[config.mk]
export PLATFORM = sky130hd
export DESIGN_NAME = vga_capture
export DESIGN_NICKNAME = d
export VERILOG_FILES = /design/src/rtl/vga_capture.sv
export SDC_FILE = /design/constraint.sdc
export NUM_CORES = 1
export LEC_CHECK = 0
export BUFFER_PORTS_ARGS = -buffer_cell sky130_fd_sc_hd__buf_2
export CAP_MARGIN = 25
export CORE_ASPECT_RATIO = 0.9
export CORE_MARGIN = 2
export CORE_UTILIZATION = 55
export CTS_CLUSTER_SIZE = 12
export DETAILED_ROUTE_END_ITERATION = 10
export PLACE_DENSITY_LB_ADDON = 0.05
export SETUP_SLACK_MARGIN = 0.15
export SYNTH_ARGS = -nofsm -noshare
export SYNTH_HDL_FRONTEND = slang
export SYNTH_SLANG_ARGS = --single-unit
[constraint.sdc]
create_clock -name clk -period 2.66 [get_ports clk]
set_input_delay 0 -clock clk [delete_from_list [all_inputs] [get_ports clk]]
set_output_delay 0 -clock clk [all_outputs]
set_load 0.05 [all_outputs]
[src/rtl/vga_capture.sv]
// VGA receive side: recovers pixel coordinates, checks frame timing and emits a registered pixel stream.
// Optional build macro VGA_CAPTURE_CRC_EN adds a per-frame CRC-16-CCITT over the captured colors.
module vga_capture #(
    parameter int H_ACTIVE = 640,
    parameter int H_FRONT  = 16,
    parameter int H_PULSE  = 96,
    parameter int H_BACK   = 48,
    parameter int V_ACTIVE = 480,
    parameter int V_FRONT  = 10,
    parameter int V_PULSE  = 2,
    parameter int V_BACK   = 33
) (
    input  logic        clk,
    input  logic        rst_n,
    input  logic        hsync,
    input  logic        vsync,
    input  logic [3:0]  red,
    input  logic [3:0]  green,
    input  logic [3:0]  blue,
    output logic        pix_valid,
    output logic [9:0]  pix_x,
    output logic [9:0]  pix_y,
    output logic [11:0] pix_color,
    output logic        frame_start,
    output logic        locked,
    output logic [7:0]  err_count
`ifdef VGA_CAPTURE_CRC_EN
    ,
    output logic [15:0] frame_crc,
    output logic [0:0]  crc_valid
`endif
);
    localparam int H_TOTAL = H_ACTIVE + H_FRONT + H_PULSE + H_BACK;
    localparam int V_TOTAL = V_ACTIVE + V_FRONT + V_PULSE + V_BACK;
    localparam int H_START = H_PULSE + H_BACK;
    localparam int V_START = V_PULSE + V_BACK;

    localparam logic [9:0] H_LAST  = 10'(H_TOTAL - 1);
    localparam logic [9:0] H_OVER  = 10'(H_TOTAL + 1);
    localparam logic [9:0] V_END   = 10'(V_TOTAL);
    localparam logic [9:0] V_OVER  = 10'(V_TOTAL + 1);
    localparam logic [9:0] H_BEGIN = 10'(H_START);
    localparam logic [9:0] H_STOP  = 10'(H_START + H_ACTIVE);
    localparam logic [9:0] V_BEGIN = 10'(V_START);
    localparam logic [9:0] V_STOP  = 10'(V_START + V_ACTIVE);

    typedef enum logic [1:0] {SEARCH, ACQUIRE, LOCKED} state_t;

    state_t      state, state_next;
    logic        frame_bad, frame_bad_next, err_inc;
    logic        hs1, hs2, vs1, vs2;
    logic [11:0] color1;
    logic [9:0]  h_cnt, v_cnt;
    logic        hs_fall, vs_fall, line_err, frame_err, timing_err, window, pix_ok;

    assign hs_fall    = hs2 & ~hs1;
    assign vs_fall    = vs2 & ~vs1;
    assign line_err   = (hs_fall && h_cnt != H_LAST) || (h_cnt == H_OVER);
    assign frame_err  = (vs_fall && v_cnt != V_END) || (v_cnt == V_OVER);
    assign timing_err = line_err | frame_err;
    assign window     = (h_cnt >= H_BEGIN) && (h_cnt < H_STOP) &&
                        (v_cnt >= V_BEGIN) && (v_cnt < V_STOP);
    assign pix_ok     = window & locked;

    // Syncs reset to their idle (high) level so release does not fake an edge.
    always_ff @(posedge clk) begin
        if (!rst_n) begin
            hs1    <= 1'b1;
            hs2    <= 1'b1;
            vs1    <= 1'b1;
            vs2    <= 1'b1;
            color1 <= '0;
        end else begin
            hs1    <= hsync;
            hs2    <= hs1;
            vs1    <= vsync;
            vs2    <= vs1;
            color1 <= {red, green, blue};
        end
    end

    always_ff @(posedge clk) begin
        if (!rst_n) begin
            h_cnt <= '0;
            v_cnt <= '0;
        end else begin
            if (hs_fall)
                h_cnt <= '0;
            else if (h_cnt != 10'h3FF)
                h_cnt <= h_cnt + 10'd1;
            if (vs_fall)
                v_cnt <= '0;
            else if (hs_fall && v_cnt != 10'h3FF)
                v_cnt <= v_cnt + 10'd1;
        end
    end

    always_ff @(posedge clk) begin
        if (!rst_n) begin
            state     <= SEARCH;
            frame_bad <= 1'b0;
        end else begin
            state     <= state_next;
            frame_bad <= frame_bad_next;
        end
    end

    always_comb begin
        state_next     = state;
        frame_bad_next = frame_bad;
        err_inc        = 1'b0;
        case (state)
            SEARCH: begin
                if (vs_fall) begin
                    state_next     = ACQUIRE;
                    frame_bad_next = 1'b0;
                end
            end
            ACQUIRE: begin
                if (vs_fall) begin
                    if (v_cnt == V_END && !frame_bad && !timing_err)
                        state_next = LOCKED;
                    frame_bad_next = 1'b0;
                end else if (timing_err) begin
                    frame_bad_next = 1'b1;
                end
            end
            LOCKED: begin
                // An error beats a coincident vs_fall; that edge is not reused for acquisition.
                if (timing_err) begin
                    state_next = SEARCH;
                    err_inc    = 1'b1;
                end
            end
            default: state_next = SEARCH;
        endcase
    end

    always_ff @(posedge clk) begin
        if (!rst_n) begin
            pix_valid   <= 1'b0;
            pix_x       <= '0;
            pix_y       <= '0;
            pix_color   <= '0;
            frame_start <= 1'b0;
            locked      <= 1'b0;
            err_count   <= '0;
        end else begin
            pix_valid   <= pix_ok;
            pix_x       <= pix_ok ? h_cnt - H_BEGIN : '0;
            pix_y       <= pix_ok ? v_cnt - V_BEGIN : '0;
            pix_color   <= pix_ok ? color1 : '0;
            frame_start <= pix_ok && h_cnt == H_BEGIN && v_cnt == V_BEGIN;
            locked      <= (state_next == LOCKED);
            if (err_inc && err_count != 8'hFF)
                err_count <= err_count + 8'd1;
        end
    end

`ifdef VGA_CAPTURE_CRC_EN
    function automatic logic [15:0] crc_step(input logic [15:0] crc_in, input logic [15:0] data);
        logic [15:0] r;
        r = crc_in;
        for (int i = 15; i >= 0; i--) begin
            if (r[15] ^ data[i])
                r = {r[14:0], 1'b0} ^ 16'h1021;
            else
                r = {r[14:0], 1'b0};
        end
        return r;
    endfunction

    logic [15:0] crc;
    logic        crc_armed;

    // crc_armed marks a frame whose first pixel was seen while locked and not lost since.
    always_ff @(posedge clk) begin
        if (!rst_n) begin
            crc       <= '0;
            crc_armed <= 1'b0;
            frame_crc <= '0;
            crc_valid <= 1'b0;
        end else begin
            crc_valid <= 1'b0;
            if (pix_valid)
                crc <= crc_step(frame_start ? 16'hFFFF : crc, {4'b0, pix_color});
            if (state != LOCKED) begin
                crc_armed <= 1'b0;
            end else if (vs_fall && !timing_err && crc_armed) begin
                frame_crc <= crc;
                crc_valid <= 1'b1;
                crc_armed <= 1'b0;
            end else if (frame_start) begin
                crc_armed <= 1'b1;
            end
        end
    end
`endif

endmodule
==> results of run 1 <==
routing by layer:
layer,global-route usage,part of all wire,vias to the layer above
li1,-,-,1348
met1,0.263,0.48,1191
met2,0.323,0.47,52
met3,0.0543,0.039,10
met4,0.0825,0.014,0
met5,0,0,-
cells by family (layout without fill, tap and decap cells):
group	after synthesis	count (layout)
AO/OA/AOI/OAI	42	42
XOR/XNOR	22	22
AND/OR/NAND/NOR	159	159
buffers and inverters	30	103
multiplexers	3	3
adder cells (fa/ha/maj)	11	11
flip-flops	82	82
area by class of cell:
| type | instances | area share |
|---|---|---|
| flip-flops and latches | 82 | 0.411 |
| clock buffers | 9 | 0.0310 |
| inverters | 8 | 0.00877 |
| well taps | 70 | 0.0219 |
| multi-input cells | 237 | 0.383 |
| clock inverters | 7 | 0.0232 |
| repair buffers | 79 | 0.121 |
worst max-delay path by stage:
stage,cells after the start,start,slack [ns],end
6_report,6,h_cnt[0]$_SDFFE_PP0P_,0.32,frame_bad$_SDFFE_PN0P_
4_1_cts,6,h_cnt[0]$_SDFFE_PP0P_,0.33,frame_bad$_SDFFE_PN0P_
3_5_place_dp,6,h_cnt[0]$_SDFFE_PP0P_,0.36,frame_bad$_SDFFE_PN0P_
5_1_grt,6,h_cnt[0]$_SDFFE_PP0P_,0.15,frame_bad$_SDFFE_PN0P_
3_3_place_gp,6,h_cnt[0]$_SDFFE_PP0P_,0.43,frame_bad$_SDFFE_PN0P_
2_1_floorplan,10,v_cnt[0]$_SDFFE_PP0P_,0.40,pix_x[2]$_SDFF_PN0_
where the power goes:
group	total, mW	internal [mW]	switching, mW
logic	0.0877	0.0440	0.0437
clock network	0.958	0.459	0.498
registers	1.26	1.24	0.0118
total	2.30	1.75	0.554
metrics by stage:
step | cells | util
after floorplan | 349 | -
after global placement | 462 | 0.632
after detailed placement | 462 | 0.632
after CTS | 492 | 0.694
after global routing | 492 | 0.694
final | 492 | 0.694
placed cells by master, fill, tap and decap left out, types with 9 or more instances in the layout:
cell type,n
sky130_fd_sc_hd__dfxtp_1,82
sky130_fd_sc_hd__buf_2,58
sky130_fd_sc_hd__nor2_1,41
sky130_fd_sc_hd__and2_1,29
sky130_fd_sc_hd__nand2_1,19
sky130_fd_sc_hd__dlygate4sd3_1,14
sky130_fd_sc_hd__xnor2_1,12
sky130_fd_sc_hd__nand2b_1,11
sky130_fd_sc_hd__nand3_1,11
sky130_fd_sc_hd__ha_1,11
sky130_fd_sc_hd__a21oi_1,10
sky130_fd_sc_hd__xor2_1,10
sky130_fd_sc_hd__clkbuf_8,9
flip-flops by register name, indices dropped and copies added (netlist names):
name         cells
color1          12
pix_color       12
h_cnt           10
pix_x           10
pix_y           10
v_cnt           10
err_count        8
state            2
frame_bad        1
frame_start      1
hs1              1
hs2              1
locked           1
pix_valid        1
vs1              1
vs2              1
==> metrics.txt, run 1 <==
Setup Total Neg Slack=0 ns; final routed wire length divided by cell count=13.1 um; synthesis-to-finish area growth=20.1%; fillers=458; initial standard-cell utilization of the core=0.578; Inserted Clock Buffers=9; overall power after layout=2.30 mW; share of cell area taken by muxes after synthesis=0.00903; Antenna Violating Nets Remaining=0; dominant combinational cell family by area after synthesis=simple AND/OR/NAND/NOR gates; compound-gate portion of the synthesized area=0.0899; Critical Setup Path Class=register to register; total leakage power=1.75 nW; area share of the largest cell type after synthesis=0.494; pre-CTS worst setup slack=0.356 ns; clock sink count=82; Bufs and invs on worst path=0; standard cell core area=0.00576 sq mm; root buffer selected by CTS=sky130_fd_sc_hd__clkbuf_8; Simple-Gate Fraction of Synth Area=0.262; buffers from clock root to sink, at most=2; drt via density=5.29; worst min-delay path startpoint=rst_n; Horiz. Die Dim=86.0 um; max-slew headroom at the worst pin=0.588; wire length of the first global-routing pass=10800 um; critical path, cell by cell=ha_1, nand4_1, o41ai_1, and4_1, nor3b_1, o221a_2; largest net degree at the start of global routing=31; CP max stage delay=0.58 ns; count of pins over their slew limit=0; Min-Delay Path Depth=2; vias in the first global route=2337; grt total ovfl=0; path type of the worst min-delay path=input pin to register; period utilisation layout=0.881; data required time at the worst endpoint=2.91 ns; Placement Rows=26; HPWL Detailed=4330 um; endpoint of the worst-slack reg-to-reg timing path=frame_bad$_SDFFE_PN0P_; leading post-synthesis cells by cell area=sky130_fd_sc_hd__dfxtp_1, sky130_fd_sc_hd__and2_1, sky130_fd_sc_hd__nor2_1; Period minus WS final=2.34 ns; count of unresolved DRC violations after routing=0; top post-synthesis cells by count=sky130_fd_sc_hd__dfxtp_1, sky130_fd_sc_hd__nor2_1, sky130_fd_sc_hd__and2_1, sky130_fd_sc_hd__nand2_1; count of pins on the block boundary=59; endpoint with the worst hold slack=hs2$_SDFF_PN1_; depth of the most critical reg-to-reg path=6; count of maximum capacitance violations=0; total of buffers placed on input and output ports=58; RePlAce Congestion=0.807; category of the worst setup path launch point=register; Die Footprint=0.00669 sq mm; most frequent cell after synthesis=sky130_fd_sc_hd__dfxtp_1; Post-Route Skew=0.0104 ns; clock transition at the registers of the reported paths=0.09 ns; number of buffers inserted to repair setup after CTS=0; average size of a mapped cell=9.53 sq um; area taken by multi-input logic gates=0.00153 sq mm; worst-margin pin slew=0.611 ns; total routed wirelength=6460 um; number of optimization iterations in the first detailed-route pass=4; dominant synthesized flop cell=sky130_fd_sc_hd__dfxtp_1; smallest setup slack after layout=0.317 ns; critical path endpoint category=register; sequential element share of the synthesized area=0.494; CTS H-tree lvls=3; cell area after placement=0.00364 sq mm; Via Count=2601; sequential cell area=0.00164 sq mm; # setup viols final=0; worst-skew pair later-pin latency=0.36 ns; number of nets in the final layout=444; area share of xor/xnor cells in the synthesized design=0.0579; register bit count reported by yosys=82; RSZ-0062 raised after global routing=false; family of cells with the greatest summed delay on the critical path=compound AO/OA/AOI/OAI gates; combined global-route utilization of all metal layers=0.204; largest area contributor in the synthesized netlist=sky130_fd_sc_hd__dfxtp_1; Hold Fails Final Rpt=0; Mapped Cells=349; worst-case register-to-register setup slack=0.32 ns; net count of the mapped netlist=376; data arrival at the endpoint of the critical path=2.59 ns; Fmax achieved=427 MHz; Async S/R FF share, synth=0; top fanout value on the critical path=11; Max IR drop VDD=0.000530 V; iteration-0 DRC count of the detailed router=130; cell at the slowest stage of the critical path=sky130_fd_sc_hd__o41ai_1; number of distinct library cells after synthesis=44; P per Cell Area=576 mW/mm^2; status=completed; layout cell share with drive strength beyond 1=0.209; final design instance area without fill=0.00399 sq mm; worst hold slack after final layout=0.0797 ns; Post-synth EDFFs=0; antenna violations before repair=0; vertical die dimension=77.8 um; Post-Synth Adder-Cell Area=0.0414; netlist area before placement=0.00333 sq mm; RR Startpoint=h_cnt[0]$_SDFFE_PP0P_; Antenna Cells=0; cells resized by post-CTS repair=0; CTS hold repair buffers=14; clock tree from TritonCTS=done; yosys warns=0
No activity file was read; power rests on OpenSTA's default activity.
==> run 2: changes to the inputs <==
- BUFFER_PORTS_ARGS: -buffer_cell sky130_fd_sc_hd__buf_2 -> -buffer_cell sky130_fd_sc_hd__buf_4
==> metrics.txt, run 2 (synthesized netlist as in run 1, its figures left out) <==
top fanout value on the critical path=15; Hold Fails Final Rpt=0; grt total ovfl=0; Die Footprint=0.00669 sq mm; number of optimization iterations in the first detailed-route pass=4; antenna violations before repair=0; buffers from clock root to sink, at most=2; total routed wirelength=6930 um; HPWL Detailed=4640 um; drt via density=5.45; family of cells with the greatest summed delay on the critical path=compound AO/OA/AOI/OAI gates; max-slew headroom at the worst pin=0.623; RSZ-0062 raised after global routing=false; combined global-route utilization of all metal layers=0.222; P per Cell Area=552 mW/mm^2; final routed wire length divided by cell count=14.1 um; most frequent cells in the layout=sky130_fd_sc_hd__dfxtp_1, sky130_fd_sc_hd__buf_4, sky130_fd_sc_hd__nor2_1, sky130_fd_sc_hd__and2_1, sky130_fd_sc_hd__nand2_1; category of the worst setup path launch point=register; initial standard-cell utilization of the core=0.578; vertical die dimension=77.8 um; Post-Route Skew=0.0126 ns; Max IR drop VDD=0.000387 V; critical path endpoint category=register; # setup viols final=0; depth of the most critical reg-to-reg path=7; count of unresolved DRC violations after routing=0; path type of the worst min-delay path=input pin to register; Bufs and invs on worst path=1; layout cell share with drive strength beyond 1=0.208; clock sink count=82; clock share of power=0.408; CTS H-tree lvls=3; Critical Setup Path Class=register to register; worst-case register-to-register setup slack=0.36 ns; cell at the slowest stage of the critical path=sky130_fd_sc_hd__a311o_2; Horiz. Die Dim=86.0 um; data required time at the worst endpoint=2.95 ns; proportion of power drawn by combinational gates=0.044; count of maximum capacitance violations=0; data arrival at the endpoint of the critical path=2.59 ns; Setup Total Neg Slack=0 ns; synthesis-to-finish area growth=24.8%; worst-margin pin slew=0.560 ns; RePlAce Congestion=0.810; clock tree from TritonCTS=done; switching power summed over all nets=542 uW; wire length of the first global-routing pass=11700 um; critical path, cell by cell=ha_1, or4_4, o31ai_2, o2111ai_1, a311o_2, buf_4, a21oi_1; Antenna Violating Nets Remaining=0; root buffer selected by CTS=sky130_fd_sc_hd__clkbuf_8; Antenna Cells=0; clock transition at the registers of the reported paths=0.09 ns; Fmax achieved=435 MHz; period utilisation layout=0.865; switching share of power=0.237; total leakage power=1.75 nW; count of pins over their slew limit=0; final core utilization=0.721; worst min-delay path startpoint=red[1]; count of pins on the block boundary=59; vias in the first global route=2481; iteration-0 DRC count of the detailed router=132; RR Startpoint=v_cnt[0]$_SDFFE_PP0P_; Min-Delay Path Depth=3; status=completed; endpoint of the worst-slack reg-to-reg timing path=pix_y[4]$_SDFF_PN0_; total of buffers placed on input and output ports=58; endpoint with the worst hold slack=color1[9]$_SDFF_PN0_; Placement Rows=26; CP max stage delay=0.48 ns; proportion of power drawn by flip-flops and latches=0.549; internal power of the cells=1.75 mW; commonest non-fill, non-tap cell in the layout=sky130_fd_sc_hd__dfxtp_1; largest net degree at the start of global routing=31; Period minus WS final=2.30 ns; biggest regs=color1 (12), pix_color (12); Via Count=2685; number of buffers inserted to repair setup after CTS=0; Inserted Clock Buffers=9; worst-skew pair later-pin latency=0.36 ns; number of nets in the final layout=445; standard cell core area=0.00576 sq mm
[run 2: cell types whose count changed in the layout (fill, tap and decap cells not counted)]
cell and change:
sky130_fd_sc_hd__clkinv_8 -1, sky130_fd_sc_hd__dlygate4sd3_1 +3, sky130_fd_sc_hd__a311o_1 -1, sky130_fd_sc_hd__buf_2 -58, sky130_fd_sc_hd__clkinv_2 +1, sky130_fd_sc_hd__buf_4 +56, sky130_fd_sc_hd__o41ai_1 -1, sky130_fd_sc_hd__o41ai_2 +1
sky130_fd_sc_hd__a311o_2 +1
[run 2: worst max-delay path by stage]
stage / start / endpoint / slack [ns] / depth (start not counted)
global placement: v_cnt[0]$_SDFFE_PP0P_ / pix_color[5]$_SDFF_PN0_ / 0.32 / 6
floorplan: v_cnt[0]$_SDFFE_PP0P_ / pix_x[2]$_SDFF_PN0_ / 0.40 / 10
global route: v_cnt[0]$_SDFFE_PP0P_ / pix_y[0]$_SDFF_PN0_ / 0.23 / 7
CTS: v_cnt[0]$_SDFFE_PP0P_ / pix_color[2]$_SDFF_PN0_ / 0.18 / 6
detailed placement: v_cnt[0]$_SDFFE_PP0P_ / pix_color[2]$_SDFF_PN0_ / 0.21 / 6
finish: v_cnt[0]$_SDFFE_PP0P_ / pix_y[4]$_SDFF_PN0_ / 0.36 / 7
[run 2: metal layers]
metal  vias to the layer above  share of wire  GRT usage
li1                       1344              -          -
met1                      1254           0.42      0.272
met2                        73           0.50      0.365
met3                        14          0.054     0.0681
met4                         0          0.021     0.0810
met5                         -              0          0
[run 2: worst reg2reg max path, delay by kind of cell (launching register included)]
kind                       cells  cell delay, ns
AOI/OAI and AO/OA              4            0.94
and+or+nand+nor                1            0.45
DFF                            1            0.39
adders and majority gates      1            0.25
buffers and inverters          1            0.20
[run 2: layout make-up]
cell class / count / area [sq um]
tap: 70 / 87.6
multi-input combinational: 237 / 1540
clock inverter: 7 / 81.3
fill: 434 / 1610
clock buffer: 9 / 124
inverter: 8 / 35.0
sequential: 82 / 1640
timing repair buffer: 80 / 643
[run 2: stage by stage]
step | std cells | total power, mW | hold slack (ns) | worst slack, ns | area [sq um]
after floorplan | 349 | 1.33 | 0.101 | 0.401 | 3330
after global placement | 460 | 1.36 | 0.185 | 0.319 | 3770
after detailed placement | 460 | 1.36 | 0.190 | 0.210 | 3770
after CTS | 493 | 2.30 | 0.385 | 0.182 | 4140
after global routing | 493 | 2.37 | 0.380 | 0.230 | 4150
final | 493 | 2.29 | 0.388 | 0.360 | 4150
[run 2: power by group through the flow]
| stage | Clock, mW | Sequential (mW) | Combinational [mW] |
|---|---|---|---|
| after floorplan | 0 | 1.28 | 0.0500 |
| after global placement | 0 | 1.28 | 0.0766 |
| after detailed placement | 0 | 1.29 | 0.0784 |
| after CTS | 0.940 | 1.26 | 0.0990 |
| after global routing | 1.00 | 1.26 | 0.111 |
| final | 0.934 | 1.26 | 0.100 |
[run 2: timing repair]
item | in CTS | in global routing
setup endpoints to repair | 0 | 18
resized for setup | 0 | 2
hold buffers | 17 | 0
hold endpoints to repair | 16 | 0
==> run 3: changes to the inputs <==
- ABC_AREA: not set -> 1
- CORE_UTILIZATION: 55 -> 56
==> metrics.txt, run 3 <==
status=completed; Post-Route Skew=0.00918 ns; count of pins over their slew limit=0; Fmax achieved=475 MHz; path type of the worst min-delay path=input pin to register; number of distinct library cells after synthesis=37; leading post-synthesis cells by cell area=sky130_fd_sc_hd__dfxtp_1, sky130_fd_sc_hd__nand2_1, sky130_fd_sc_hd__inv_1; Inserted Clock Buffers=9; number of optimization iterations in the first detailed-route pass=4; total routed wirelength=7300 um; standard cell core area=0.00608 sq mm; final cell count without fillers=603; vertical die dimension=79.1 um; Antenna Cells=0; number of buffers inserted to repair setup after CTS=0; Critical Setup Path Class=register to register; vias in the first global route=2688; # setup viols final=0; drt via density=5.05; synthesis-to-finish area growth=25.3%; buffers from clock root to sink, at most=2; clock tree from TritonCTS=done; most frequent cells in the layout=sky130_fd_sc_hd__dfxtp_1, sky130_fd_sc_hd__nand2_1, sky130_fd_sc_hd__inv_1, sky130_fd_sc_hd__buf_4, sky130_fd_sc_hd__nor2_1; grt total ovfl=0; Antenna Violating Nets Remaining=0; top fanout value on the critical path=33; most frequent cell after synthesis=sky130_fd_sc_hd__dfxtp_1; data arrival at the endpoint of the critical path=2.38 ns; critical path endpoint category=register; CTS H-tree lvls=3; final routed wire length divided by cell count=12.1 um; Die Footprint=0.00691 sq mm; cell at the slowest stage of the critical path=sky130_fd_sc_hd__nand4_4; HPWL Detailed=4960 um; largest area contributor in the synthesized netlist=sky130_fd_sc_hd__dfxtp_1; clock sink count=82; Max IR drop VDD=0.000307 V; total of buffers placed on input and output ports=58; Cells after DPL=560; Mapped Cells=441; CP max stage delay=0.50 ns; iteration-0 DRC count of the detailed router=156; Setup Total Neg Slack=0 ns; Hold Fails Final Rpt=0; Horiz. Die Dim=87.4 um; register bit count reported by yosys=82; biggest regs=color1 (12), pix_color (12); average size of a mapped cell=7.95 sq um; Post-synth EDFFs=0; RSZ-0062 raised after global routing=false; yosys warns=0; data required time at the worst endpoint=2.94 ns; RePlAce Congestion=0.918; critical path, cell by cell=ha_1, inv_1, nand3_1, nand2_1, nand4_1, nand4_4, a21oi_1; initial standard-cell utilization of the core=0.577; antenna violations before repair=0; Via Count=3047; layout cell share with drive strength beyond 1=0.203; P per Cell Area=501 mW/mm^2; sequential element share of the synthesized area=0.468; count of maximum capacitance violations=0; wire length of the first global-routing pass=12000 um; commonest non-fill, non-tap cell in the layout=sky130_fd_sc_hd__dfxtp_1; number of nets in the final layout=553; dominant synthesized flop cell=sky130_fd_sc_hd__dfxtp_1; netlist area before placement=0.00351 sq mm; total leakage power=2.01 nW; clock transition at the registers of the reported paths=0.09 ns; count of pins on the block boundary=59; category of the worst setup path launch point=register; Period minus WS final=2.10 ns; area share of the largest cell type after synthesis=0.468; period utilisation layout=0.791; Async S/R FF share, synth=0; combined global-route utilization of all metal layers=0.221; worst-margin pin slew=0.595 ns; max-slew headroom at the worst pin=0.602; root buffer selected by CTS=sky130_fd_sc_hd__clkbuf_8; worst-skew pair later-pin latency=0.36 ns; count of unresolved DRC violations after routing=0; largest net degree at the start of global routing=34; top post-synthesis cells by count=sky130_fd_sc_hd__dfxtp_1, sky130_fd_sc_hd__nand2_1, sky130_fd_sc_hd__inv_1, sky130_fd_sc_hd__nor2_1, sky130_fd_sc_hd__nand3_1; Placement Rows=27; net count of the mapped netlist=468
-- run 3: cell type report --
type,instances,area (sq um)
timing repair buffer,85,706
clock inverter,7,55.1
multi-input combinational,282,1530
sequential,82,1640
clock buffer,9,124
tap,72,90.1
inverter,66,248
fill,486,1690
-- run 3: path summary, 6_finish.rpt --
path                          from                      end  slack, ns  depth (start not counted)
max          v_cnt[0]$_SDFFE_PP0P_      pix_y[3]$_SDFF_PN0_       0.56                          7
min                          hsync           hs1$_SDFF_PN1_       0.40                          3
max reg2reg  v_cnt[0]$_SDFFE_PP0P_      pix_y[3]$_SDFF_PN0_       0.56                          7
min reg2reg   color1[7]$_SDFF_PN0_  pix_color[7]$_SDFF_PN0_       0.41                          2
-- run 3: report_power, final --
| part | leakage (nW) | switching [mW] | internal, mW | total [mW] |
|---|---|---|---|---|
| clock network | 0.0741 | 0.466 | 0.342 | 0.808 |
| registers | 0.666 | 0.0141 | 1.25 | 1.26 |
| logic | 1.27 | 0.0682 | 0.0636 | 0.132 |
| total | 2.01 | 0.548 | 1.65 | 2.20 |
-- run 3: per-layer routing --
layer  vias to the layer above  wire [um]  part of all wire  global-route usage
li1                       1565          -                 -                   -
met1                      1399       3270              0.45               0.282
met3                         8        337             0.046              0.0603
met4                         0         92             0.013              0.0815
met5                         -          0                 0                   0
met2                        75       3600              0.49               0.358
-- run 3: worst max-delay path: cells and delay by family, from the launching register on --
family,cells,cell delay [ns]
simple gates,4,0.84
buf+inv,1,0.11
compound gates,1,0.28
fa+ha+maj,1,0.31
flops,1,0.47
-- run 3: through the flow --
stage / instance area, sq um / utilization / hold slack [ns] / setup WS, ns / power [mW]
detailed placement: 3940 / 0.648 / 0.185 / 0.569 / 1.39
CTS: 4390 / 0.722 / 0.367 / 0.552 / 2.22
global route: 4390 / 0.722 / 0.394 / 0.306 / 2.29
global placement: 3940 / 0.648 / 0.182 / 0.652 / 1.38
floorplan: 3510 / - / 0.0976 / 0.780 / 1.35
finish: 4390 / 0.722 / 0.396 / 0.555 / 2.20
-- run 3: what timing repair did --
action | in CTS | in global routing
hold endpoints to repair | 18 | 0
gates resized for setup | 0 | 0
hold buffers | 27 | 0
setup endpoints to repair | 0 | 0
-- run 3: kinds of logic after synthesis --
| group | Yosys count | share of synthesized area |
|---|---|---|
| DFF | 82 | 0.468 |
| xor gates and xnor gates | 13 | 0.0325 |
| AOI/OAI and AO/OA | 50 | 0.0842 |
| adders and majority gates | 11 | 0.0393 |
| buffers and inverters | 77 | 0.0960 |
| and+or+nand+nor | 208 | 0.280 |
